<file path="config.mk">
export PLATFORM = sky130hd
export DESIGN_NAME = cpu_sequencer
export DESIGN_NICKNAME = d
export VERILOG_FILES = /design/src/rtl/seq_pkg.sv /design/src/rtl/seq_pc.sv /design/src/rtl/cpu_sequencer.sv
export SDC_FILE = /design/constraint.sdc
export NUM_CORES = 1
export LEC_CHECK = 0
export ABC_AREA = 1
export BUFFER_PORTS_ARGS = -buffer_cell sky130_fd_sc_hd__buf_4
export CAP_MARGIN = 20
export CORE_MARGIN = 10
export CORE_UTILIZATION = 42
export DETAILED_ROUTE_END_ITERATION = 10
export GPL_ROUTABILITY_DRIVEN = 0
export PLACE_DENSITY = 0.76
export SYNTH_ARGS = -nofsm -noshare
export SYNTH_HDL_FRONTEND = slang
export SYNTH_HIERARCHICAL = 1
export SYNTH_SLANG_ARGS = --single-unit
</file>
<file path="constraint.sdc">
create_clock -name clk -period 1.3 [get_ports clk]
set_input_delay 0.195 -clock clk [delete_from_list [all_inputs] [get_ports clk]]
set_output_delay 0.195 -clock clk [all_outputs]
set_load 0.02 [all_outputs]
</file>
<file path="src/rtl/seq_pkg.sv">
`default_nettype none
// ------------------------------------------------------------------------
// seq_pkg : state encoding, opcode constants and defaults for cpu_sequencer
// rev 1.0
// ------------------------------------------------------------------------
package seq_pkg;

  localparam int unsigned DEF_PC_W = 4;
  localparam int unsigned DEF_OP_W = 32;

  localparam logic [3:0] OP_ALU  = 4'h0;
  localparam logic [3:0] OP_JMP  = 4'h1;
  localparam logic [3:0] OP_HALT = 4'hF;

  typedef enum logic [2:0] {
    ST_IDLE   = 3'd0,
    ST_FETCH  = 3'd1,
    ST_DECODE = 3'd2,
    ST_EXEC   = 3'd3,
    ST_MEM    = 3'd4,
    ST_WB     = 3'd5,
    ST_HALT   = 3'd6
  } seq_state_e;

  function automatic logic [3:0] opcode_of(input logic [31:0] instr);
    return instr[31:28];
  endfunction

endpackage
`default_nettype wire

</file>
<file path="src/rtl/seq_pc.sv">
`default_nettype none
// ------------------------------------------------------------------------
// seq_pc : program counter with branch load and wrapping increment
// rev 1.0
// ------------------------------------------------------------------------
module seq_pc #(
  parameter int PC_W = 4
) (
  input  logic            clk,
  input  logic            rst_n,
  input  logic            en,
  input  logic            load,
  input  logic [PC_W-1:0] load_val,
  output logic [PC_W-1:0] pc
);

  localparam logic [PC_W-1:0] PC_ONE = {{(PC_W-1){1'b0}}, 1'b1};

  logic [PC_W-1:0] pc_d;
  logic [PC_W-1:0] pc_q;

  always_comb begin
    pc_d = pc_q;
    if (en) begin
      pc_d = load ? load_val : (pc_q + PC_ONE);
    end
  end

  always_ff @(posedge clk or negedge rst_n) begin
    if (!rst_n) begin
      pc_q <= '0;
    end else begin
      pc_q <= pc_d;
    end
  end

  assign pc = pc_q;

endmodule
`default_nettype wire

</file>
<file path="src/rtl/cpu_sequencer.sv">
`default_nettype none
// ------------------------------------------------------------------------
// cpu_sequencer : multi-cycle fetch/decode/exec/mem/wb control for 5puzzle
// rev 1.0
// ------------------------------------------------------------------------
module cpu_sequencer
  import seq_pkg::*;
#(
  parameter int PC_W = DEF_PC_W,
  parameter int OP_W = DEF_OP_W
) (
  input  logic            clk,
  input  logic            rst_n,
  input  logic            run,
  output logic            imem_req,
  output logic [PC_W-1:0] imem_addr,
  input  logic            imem_ack,
  input  logic [OP_W-1:0] imem_rdata,
  output logic [OP_W-1:0] op,
  input  logic            dec_pc_we,
  input  logic [3:0]      dec_pc_in,
  input  logic            dec_reg_we,
  input  logic            dec_mem_we,
  output logic            dmem_req,
  input  logic            dmem_ack,
  output logic            reg_we_o,
  output logic            mem_we_o,
  output logic [PC_W-1:0] pc,
  output logic            retire,
  output logic            halted,
  output logic [2:0]      state_o
);

  seq_state_e      state_q, state_d;
  logic            imem_req_q, imem_req_d;
  logic [OP_W-1:0] op_q, op_d;

  logic [3:0] opcode;
  logic       is_alu;
  logic       is_jmp;
  logic       qual_reg_we;
  logic       qual_mem_we;
  logic       qual_pc_we;
  logic       in_wb;

  // Decoder outputs are only meaningful for ALU/JMP; everything else is masked.
  assign opcode      = opcode_of(op_q[31:0]);
  assign is_alu      = (opcode == OP_ALU);
  assign is_jmp      = (opcode == OP_JMP);
  assign qual_reg_we = is_alu & dec_reg_we;
  assign qual_mem_we = is_alu & dec_mem_we;
  assign qual_pc_we  = (is_alu | is_jmp) & dec_pc_we;
  assign in_wb       = (state_q == ST_WB);

  always_comb begin
    state_d    = state_q;
    imem_req_d = 1'b0;
    op_d       = op_q;
    case (state_q)
      ST_IDLE: begin
        if (run) state_d = ST_FETCH;
      end
      ST_FETCH: begin
        // Request rises one cycle after FETCH entry; an ack only counts while it is up.
        imem_req_d = 1'b1;
        if (imem_req_q && imem_ack) begin
          op_d       = imem_rdata;
          imem_req_d = 1'b0;
          state_d    = ST_DECODE;
        end
      end
      ST_DECODE: begin
        state_d = (opcode == OP_HALT) ? ST_HALT : ST_EXEC;
      end
      ST_EXEC: begin
        state_d = qual_mem_we ? ST_MEM : ST_WB;
      end
      ST_MEM: begin
        if (dmem_ack) state_d = ST_WB;
      end
      ST_WB: begin
        state_d = run ? ST_FETCH : ST_IDLE;
      end
      ST_HALT: begin
        state_d = ST_HALT;
      end
      default: begin
        state_d = ST_IDLE;
      end
    endcase
  end

  always_ff @(posedge clk or negedge rst_n) begin
    if (!rst_n) begin
      state_q    <= ST_IDLE;
      imem_req_q <= 1'b0;
      op_q       <= '0;
    end else begin
      state_q    <= state_d;
      imem_req_q <= imem_req_d;
      op_q       <= op_d;
    end
  end

  seq_pc #(
    .PC_W (PC_W)
  ) u_seq_pc (
    .clk      (clk),
    .rst_n    (rst_n),
    .en       (in_wb),
    .load     (qual_pc_we),
    .load_val (dec_pc_in[PC_W-1:0]),
    .pc       (pc)
  );

  assign imem_req  = imem_req_q;
  assign imem_addr = pc;
  assign op        = op_q;
  assign dmem_req  = (state_q == ST_MEM);
  assign mem_we_o  = (state_q == ST_MEM);
  assign reg_we_o  = in_wb & qual_reg_we;
  assign retire    = in_wb;
  assign halted    = (state_q == ST_HALT);
  assign state_o   = state_q;

endmodule
`default_nettype wire

</file>
==> out/qor.txt, run 1 <==
RSZ-0062 raised after global routing - true
GRT Max-Usage Layer - met2
Worst-path fanout max - 2
Post-route insts no fill - 384
Pins Over Slew Limit - 0
Ys flop type - dfrtp_1
Largest net degree at the start of global routing - 41
Post-Synthesis Mean Instance Area - 8.95 um2
Vias/cell - 4.71
Setup Slack @ Placement - -7.25 ps
Clock slew at reported path FFs - 70 ps
Tcrit/Tclk final - 109%
Crit path launch type - flop
# diodes - 0
DR WL/cell - 14.6 um
R2R Setup Slk - -70 ps
Drt initial violations - 93
# IOs - 93
Ys async rst share - 100%
Remaining global-route overflow - 0
Clock tree buffer depth - 2
Synthesized area - 0.00197 mm2
GR Util All Layers - 13.5%
Setup_tns - -2200 ps
Setup WS post-layout - -123 ps
Required time of the critical path - 1110 ps
Arrival time worst endpoint - 1230 ps
Global-route wire length before repair - 8.52 mm
Initial core utilization - 44.3%
Post-synthesis mux area share - 0%
Standard-cell rows - 24
Drt drc - 0
Clk sinks - 40
Synth Area in Simple Gates - 17.9%
Skew final - 3.40 ps
Hold Path Class - in -> reg
Final WL - 5.62 mm
Met1 GRT Util - 15.1%
DR vias - 1810
DP Wirelength - 3.93 mm
Worst slew margin - 65.5%
Die Wd - 88.5 um
Placed cells - 362
Synth Area in XOR/XNOR - 0%
Die area - 0.00782 mm2
Top-count cell post-synth - nand2_1
M2 GR Usage - 23.3%
M3 GR Usage - 5.88%
Pwr Density - 2450 mW/mm2
Port Buffers - 92
H-Tree Depth - 2
WS Path Type - reg -> out
Post-Synth Adder-Cell Area - 0.636%
Run status - complete, but fails checks
Synth Warn # - 6
Post-synthesis sequential area ratio - 50.9%
Worst setup EP type - output pin
Synth cell count leaders - nand2_1 (56), inv_1 (42), dfrtp_1 (40)
Final setup fails - 40
Failing checks - negative setup slack
Largest family of logic cells by synthesized area - simple AND/OR/NAND/NOR gates
Actual slew at the worst max-slew pin - 517 ps
Leakage - 0.00170 uW
Num CTS Buffers - 5
Final hold violation count - 0
Fraction of synthesized cell area taken by the top area cell type - 50.9%
CTS tree - built
Placed instance area - 0.00273 mm2
Die Ht - 88.5 um
Synth Net Count - 265
VDD IR max - 1.34 mV
Post-layout min period - 1420 ps
Netlist cell types - 20
Clk Latency, worst-skew pair - 280 ps
Area leader, netlist - dfrtp_1
Max_cap viols - 0
Number of global-route vias before repair - 1784
Initial antenna violation count - 0
Area delta synth->final - 59.7%
Mapped Cells - 220
Compound-Gate Fraction of Synth Area - 16.7%
Number of synthesized flops with an enable pin - 0
Number of synthesized register bits - 40
CTS Root Cell - clkbuf_8
Hold WS - 161 ps
Final nets - 377
Core ar. - 0.00444 mm2
Ranking of synthesized cells by area - dfrtp_1 (51%), o21ai_2 (14%), nand2_1 (11%)
Post-DRT Antenna Nets - 0
Final instance area - 0.00314 mm2
Share of cells above drive strength 1 - 61.1%
Maximum clock rate - 0.703 GHz
1st-pass router iterations - 4
-- worst paths after layout --
check,from,to,depth (start not counted)
min reg2reg,op[20]$_DFFE_PN0P_,op[20]$_DFFE_PN0P_,2
max,op[29]$_DFFE_PN0P_,reg_we_o,5
max in group asynchronous,rst_n,state_o[1]$_DFFE_PN0P_,2
min in group asynchronous,rst_n,op[24]$_DFFE_PN0P_,2
max reg2reg,state_o[2]$_DFFE_PN0P_,op[22]$_DFFE_PN0P_,6
min,imem_rdata[2],op[2]$_DFFE_PN0P_,3
-- critical path: stages (launching register included) --
cell	delay, ps
dfrtp_1	410
buf_6	140
nor2_4	80
nand3_2	90
nor2_2	110
buf_6	130
-- cell families (layout without fill, tap and decap cells) --
logic type / count (synthesis) / after routing
AO/OA/AOI/OAI: 41 / 41
adder cells (fa/ha/maj): 1 / 1
buffers and inverters: 56 / 168
flip-flops: 40 / 40
AND/OR/NAND/NOR: 82 / 82
-- layout make-up --
class                      instances  area [um2]
clock inverter                     1        5.00
timing repair buffer             116         962
fill                             346        1300
clock buffer                       6        72.6
inverter                          45         176
tap                               52        65.1
sequential                        40        1000
multi-input combinational        124         857
-- flip-flops by register name, indices dropped and copies added, names as in the netlist --
name and count:
state_o 3, u_seq_pc/pc 4, op 32, imem_req 1
-- where the power goes --
| group | total (uW) | switching (uW) | internal, uW |
|---|---|---|---|
| combinational | 4630 | 2470 | 2160 |
| clock | 761 | 396 | 365 |
| sequential | 2310 | 490 | 1820 |
| total | 7700 | 3350 | 4350 |
-- layout by cell type (no fill, tap or decap) --
master / count
nand2_4: 3
o21ai_2: 33
ha_1: 1
a21oi_1: 1
clkbuf_8: 5
o21a_1: 1
a31oi_1: 1
nand2_2: 23
nor3_1: 1
inv_4: 3
nand3_4: 2
nor3_4: 1
clkbuf_1: 1
buf_12: 2
nor2_4: 5
nand4_1: 3
o21ai_0: 2
nand3_2: 1
nand3_1: 3
dfrtp_1: 37
inv_2: 3
o21ai_1: 3
inv_1: 39
buf_4: 96
nor2_1: 5
buf_6: 17
dlygate4sd3_1: 1
nor4_4: 1
nand2_1: 30
clkinv_2: 1
nor2_2: 4
dfrtp_2: 3
-- what timing repair did --
item	in CTS	in global routing
pin swaps	4	12
hold buffers	1	0
endpoints found under the setup margin	37	45
setup buffers	11	3
resized for setup	19	51
hold endpoints to repair	40	0
-- routing by layer --
metal / share of wire, % / vias to the layer above
met4: 1.1 / 0
met1: 37 / 844
li1: - / 894
met5: 0 / -
met2: 52 / 65
met3: 9.6 / 7
-- metrics by stage --
step / util [%] / power, uW
after detailed placement: 61.4 / 6030
after global routing: 70.7 / 8230
final: 70.7 / 7700
after CTS: 66.7 / 7230
after floorplan: - / 4490
after global placement: 61.4 / 5940
Power figures use the tool's default switching activity.
==> inputs of run 2 (changes only) <==
--- a/config.mk
+++ b/config.mk
@@ -13,6 +13,7 @@
 export DETAILED_ROUTE_END_ITERATION = 10
 export GPL_ROUTABILITY_DRIVEN = 0
 export PLACE_DENSITY = 0.76
+export SKIP_LAST_GASP = 1
 export SYNTH_ARGS = -nofsm -noshare
 export SYNTH_HDL_FRONTEND = slang
 export SYNTH_HIERARCHICAL = 1
==> out/qor.txt, run 2 (same netlist as run 1, synthesis figures left out) <==
Core ar. - 0.00444 mm2 (unchanged)
DR WL/cell - 14.6 um (-0.37%)
CTS tree - built
GR Util All Layers - 13.4% (-0.11 points)
Final setup fails - 43 (+7.5%)
Actual slew at the worst max-slew pin - 521 ps (+4.23 ps)
Hold WS - 162 ps (+0.436 ps)
Setup_tns - -2900 ps (-701 ps)
Commonest non-fill, non-tap cell in the layout - buf_4
Crit-path slowest cell - dfrtp_1
Worst setup EP type - output pin
Port Buffers - 92 (unchanged)
Hold Path Class - in -> reg
Die area - 0.00782 mm2 (unchanged)
Die Wd - 88.5 um (unchanged)
Required time of the critical path - 1110 ps (about the same)
Post-layout min period - 1410 ps (-8.51 ps)
Setup WS post-layout - -114 ps (+8.51 ps)
1st-pass router iterations - 4 (unchanged)
Vias/cell - 4.64 (-1.5%)
# IOs - 93 (unchanged)
Crit path launch type - flop
Crit-path max cell delay - 400 ps (about the same)
Run status - complete, but fails checks
Largest net degree at the start of global routing - 41 (unchanged)
DP Wirelength - 3.93 mm (unchanged)
CTS Root Cell - clkbuf_8
Post-route insts no fill - 385 (+0.26%)
Skew final - 4.22 ps (+0.818 ps)
Register Area - 0.00100 mm2 (unchanged)
Drt initial violations - 87 (-6.5%)
Critical-path cell list - buf_6 > nor2_4 > nand3_2 > nor2_2 > buf_6
Max_cap viols - 0 (unchanged)
Final WL - 5.61 mm (-0.11%)
Post-DRT Antenna Nets - 0 (unchanged)
Failing checks - negative setup slack
# diodes - 0 (unchanged)
Num CTS Buffers - 5 (unchanged)
VDD IR max - 1.34 mV (about the same)
Reg2reg path depth - 7 (+1)
Worst-path fanout max - 4 (+2)
Drt drc - 0 (unchanged)
Number of global-route vias before repair - 1781 (-0.17%)
Hold Crit Depth - 3 (unchanged)
RSZ-0062 raised after global routing - true
Filler instances - 355 (+2.6%)
Share of cells above drive strength 1 - 53.5% (-7.7 points)
Most frequent cells in the layout - buf_4 (99), nand2_1 (52), inv_1 (39), dfrtp_1 (37), o21ai_2 (32)
DR vias - 1788 (-1.2%)
Clock tree buffer depth - 2 (unchanged)
Clk sinks - 40 (unchanged)
Leakage - 0.00170 uW (about the same)
Placed cells - 362 (unchanged)
Area of the multi-input gates - 796 um2 (-7.2%)
Initial antenna violation count - 0 (unchanged)
Number of flip-flops in the largest register - 32 (unchanged)
Global-route wire length before repair - 8.45 mm (-0.81%)
Maximum clock rate - 0.707 GHz (+0.60%)
Final nets - 378 (+0.27%)
Pwr Density - 2450 mW/mm2 (+0.14%)
Arrival time worst endpoint - 1220 ps (about the same)
Die Ht - 88.5 um (unchanged)
Clock slew at reported path FFs - 70 ps (about the same)
Final hold violation count - 0 (unchanged)
WS Path Type - reg -> out
Area delta synth->final - 56.5%
Clk Latency, worst-skew pair - 280 ps (about the same)
CP most frequent cell - buf_6
Standard-cell rows - 24 (unchanged)
Remaining global-route overflow - 0 (unchanged)
Worst slew margin - 65.3% (-0.28 points)
Tcrit/Tclk final - 109% (-0.65 points)
Initial core utilization - 44.3% (unchanged)
Pins Over Slew Limit - 0 (unchanged)
H-Tree Depth - 2 (unchanged)
run 2: power by group:
group	internal (uW)	switching, uW	total, uW	leakage (uW)
sequential	1820	444	2270	0.000498
combinational	2090	2440	4530	0.00116
clock	365	394	758	0.0000410
run 2: per-stage QoR:
step | utilization (%) | total power (uW) | area (um2) | worst slack (ps)
floorplan | - | 4490 | 1990 | -34.9
global placement | 61.4 | 5940 | 2730 | 39.0
detailed placement | 61.4 | 6030 | 2730 | -7.25
CTS | 66.4 | 7190 | 2950 | -113
global route | 69.3 | 8100 | 3080 | -201
finish | 69.3 | 7550 | 3080 | -114
run 2: routing by layer:
| metal | GRT usage [%] | vias up | part of all wire [%] |
|---|---|---|---|
| met1 | 15.0 | 807 | 38 |
| met3 | 5.88 | 11 | 9.2 |
| met2 | 23.1 | 75 | 51 |
| met5 | 0 | - | 0 |
| li1 | - | 895 | - |
| met4 | 3.08 | 0 | 1.7 |
run 2: worst paths after layout:
kind                                         endpoint  slack, ps          startpoint
setup / recovery                             reg_we_o       -110  op[30]$_DFFE_PN0P_
hold / removal                      op[2]$_DFFE_PN0P_        160       imem_rdata[2]
setup reg to reg           u_seq_pc/pc[2]$_DFFE_PN0P_       -110  op[30]$_DFFE_PN0P_
hold reg to reg                    op[20]$_DFFE_PN0P_        490  op[20]$_DFFE_PN0P_
max in group asynchronous      state_o[1]$_DFFE_PN0P_        480               rst_n
min in group asynchronous          op[24]$_DFFE_PN0P_        430               rst_n
run 2: repair_timing:
| item | CTS | global route |
|---|---|---|
| endpoints found under the hold margin | 40 | 0 |
| pin swaps | 2 | 8 |
| setup buffers | 11 | 4 |
| cloned | 0 | 0 |
| hold buffers | 1 | 0 |
| gates resized for setup | 16 | 25 |
| setup endpoints to repair | 37 | 45 |
run 2: area by class of cell:
cell class              count  area share, %
inverters                  45           5.65
repair buffers            117           31.2
clock buffers               6           2.36
well taps                  52           2.11
flip-flops and latches     40           32.6
clock inverters             1          0.163
multi-input cells         124           25.8
run 2: critical path, delay by kind of cell (launching register included):
| kind | cells | cell delay [ps] |
|---|---|---|
| AND/OR/NAND/NOR | 3 | 280 |
| buffers and inverters | 2 | 270 |
| flip-flops | 1 | 400 |
==> inputs of run 3 (changes only) <==
--- a/config.mk
+++ b/config.mk
@@ -6,13 +6,13 @@
 export NUM_CORES = 1
 export LEC_CHECK = 0
 export ABC_AREA = 1
-export BUFFER_PORTS_ARGS = -buffer_cell sky130_fd_sc_hd__buf_4
 export CAP_MARGIN = 20
 export CORE_MARGIN = 10
-export CORE_UTILIZATION = 42
+export CORE_UTILIZATION = 56
 export DETAILED_ROUTE_END_ITERATION = 10
+export DONT_BUFFER_PORTS = 1
 export GPL_ROUTABILITY_DRIVEN = 0
-export PLACE_DENSITY = 0.76
+export PLACE_DENSITY = 0.74
 export SKIP_LAST_GASP = 1
 export SYNTH_ARGS = -nofsm -noshare
 export SYNTH_HDL_FRONTEND = slang
==> out/qor.txt, run 3 (same netlist as run 1, synthesis figures left out) <==
RSZ-0062 raised after global routing - true
Final Util - 84.2% (+15 points)
Number of flip-flops in the largest register - 32 (unchanged)
Run status - complete, but fails checks
Largest net degree at the start of global routing - 41 (unchanged)
DP Wirelength - 3.47 mm (-12%)
Clk sinks - 40 (unchanged)
Failing checks - negative setup slack
Critical Path Sink - u_seq_pc/pc[2]$_DFFE_PN0P_
Global-route wire length before repair - 8.42 mm (-0.40%)
Post-layout min period - 1530 ps (+116 ps)
DR vias - 1761 (-1.5%)
Crit-path slowest cell - dfrtp_1
Reg2reg path depth - 8 (+1)
Setup Slack @ Placement - 48.6 ps (+55.9 ps)
Initial antenna violation count - 0 (unchanged)
Drt drc - 0 (unchanged)
R2R Setup Slk - -230 ps (-120 ps)
Actual slew at the worst max-slew pin - 280 ps (-241 ps)
Core ar. - 0.00336 mm2 (-24%)
Number of global-route vias before repair - 1645 (-7.6%)
Worst-path fanout max - 6 (+2)
Die Ht - 79.3 um (-10%)
Crit path launch type - flop
Final instance area - 0.00283 mm2 (-8.0%)
RR Endpoint - u_seq_pc/pc[2]$_DFFE_PN0P_
Crit-path max cell delay - 430 ps (+30 ps)
DR WL/cell - 19.2 um (+32%)
Critical-path cell list - buf_6 > nor4_4 > buf_6 > inv_8 > nand2_2 > nand2_1 > o21ai_1 > inv_1
Share of cells above drive strength 1 - 36.6% (-17 points)
Clk Latency, worst-skew pair - 350 ps (+70 ps)
Clock slew at reported path FFs - 130 ps (+60 ps)
Area of the multi-input gates - 786 um2 (-1.3%)
Setup WS post-layout - -230 ps (-116 ps)
Final WL - 6.45 mm (+15%)
Pwr Density - 2460 mW/mm2 (+0.26%)
H-Tree Depth - 2 (unchanged)
Clock tree buffer depth - 2 (unchanged)
Commonest non-fill, non-tap cell in the layout - nand2_1
Final hold violation count - 0 (unchanged)
# diodes - 0 (unchanged)
Most frequent cells in the layout - nand2_1 (51), inv_1 (39), dfrtp_1 (36), o21ai_2 (34), dlygate4sd3_1 (34)
Die Wd - 79.3 um (-10%)
Post-route insts no fill - 336 (-13%)
Filler instances - 181 (-49%)
Standard-cell rows - 21 (-13%)
Reg-to-Reg Start - op[31]$_DFFE_PN0P_
CTS tree - built
Setup_tns - -4380 ps (-1480 ps)
Required time of the critical path - 1550 ps (+440 ps)
Worst setup EP type - flop
Register Area - 0.00101 mm2 (+0.12%)
Die area - 0.00629 mm2 (-20%)
Area delta synth->final - 43.9%
WS Path Type - reg -> reg
Initial core utilization - 58.5% (+14 points)
Placed instance area - 0.00216 mm2 (-21%)
1st-pass router iterations - 4 (unchanged)
Post-DRT Antenna Nets - 0 (unchanged)
Maximum clock rate - 0.654 GHz (-7.6%)
Hold Path Class - in -> reg
Final setup fails - 45 (+4.7%)
Leakage - 0.00145 uW (-15%)
CP most frequent cell - buf_6
Final nets - 334 (-12%)
Worst slew margin - 81.2% (+16 points)
Critical Path Start - op[31]$_DFFE_PN0P_
Drt initial violations - 177 (+100%)
Vias/cell - 5.24 (+13%)
Placed cells - 280 (-23%)
# IOs - 93 (unchanged)
Tcrit/Tclk final - 118% (+8.9 points)
Num CTS Buffers - 5 (unchanged)
Skew final - 10.0 ps (+5.78 ps)
Remaining global-route overflow - 0 (unchanged)
GR Util All Layers - 16.8% (+3.4 points)
Port Buffers - 0 (-100%)
Arrival time worst endpoint - 1780 ps (+560 ps)
Max_cap viols - 0 (unchanged)
CTS Root Cell - clkbuf_4
Pins Over Slew Limit - 0 (unchanged)
VDD IR max - 1.35 mV (+0.70%)
run 3: cell count changes in the layout (fill, tap and decap cells not counted), moves of 4 or more:
cell	before	now
dlygate4sd3_1	1	34
clkbuf_8	5	1
buf_4	99	21
clkbuf_4	0	5
run 3: worst min-delay path by stage:
stage,start,to,slack (ps),cells past startpoint
after floorplan,rst_n,imem_req$_DFF_PN0_,-100,0
after global placement,rst_n,u_seq_pc/pc[3]$_DFFE_PN0P_,-100,0
after detailed placement,rst_n,u_seq_pc/pc[2]$_DFFE_PN0P_,-100,0
after CTS,dec_pc_in[0],u_seq_pc/pc[0]$_DFFE_PN0P_,20,2
after global routing,dec_pc_in[0],u_seq_pc/pc[0]$_DFFE_PN0P_,30,2
final,dec_pc_in[0],u_seq_pc/pc[0]$_DFFE_PN0P_,30,2
run 3: worst max-delay path, delay by kind of cell, from the launching register on:
| kind | cells | cell delay (ps) |
|---|---|---|
| AO/OA/AOI/OAI | 1 | 130 |
| flip-flops | 1 | 430 |
| AND/OR/NAND/NOR | 3 | 420 |
| buffers and inverters | 4 | 430 |
run 3: cell type report:
| cell class | instances | share of cell area (%) |
|---|---|---|
| Clock buffer | 6 | 1.81 |
| Clock inverter | 2 | 0.530 |
| Inverter | 45 | 6.40 |
| Multi-Input combinational cell | 124 | 27.7 |
| Sequential cell | 40 | 35.5 |
| Tap cell | 46 | 2.03 |
| Timing Repair Buffer | 73 | 26.0 |
run 3: report_power, final:
| group | leakage [uW] | internal (uW) | switching [uW] | total (uW) |
|---|---|---|---|---|
| clock network | 0.0000305 | 263 | 427 | 689 |
| logic | 0.000923 | 1510 | 1920 | 3430 |
| registers | 0.000497 | 1820 | 1030 | 2840 |
run 3: layer usage:
layer / up-vias / track usage, % / wire [um]
li1: 812 / - / -
met1: 818 / 18.2 / 2220
met2: 105 / 28.3 / 3340
met3: 26 / 8.33 / 659
met4: 0 / 4.84 / 223
met5: - / 0 / 0
run 3: what timing repair did:
item	in CTS	in global routing
buffers inserted	8	6
gates resized for setup	12	33
hold endpoints to repair	72	1
pin swaps	0	8
setup endpoints to repair	6	49
hold buffers	34	1
run 3: stage by stage:
stage          hold WS [ps]  power [uW]
6_report               34.3        6970
3_5_place_dp          -99.4        5240
3_3_place_gp          -99.4        5150
5_1_grt                27.1        7370
2_1_floorplan          -101        4490
4_1_cts                16.0        6280
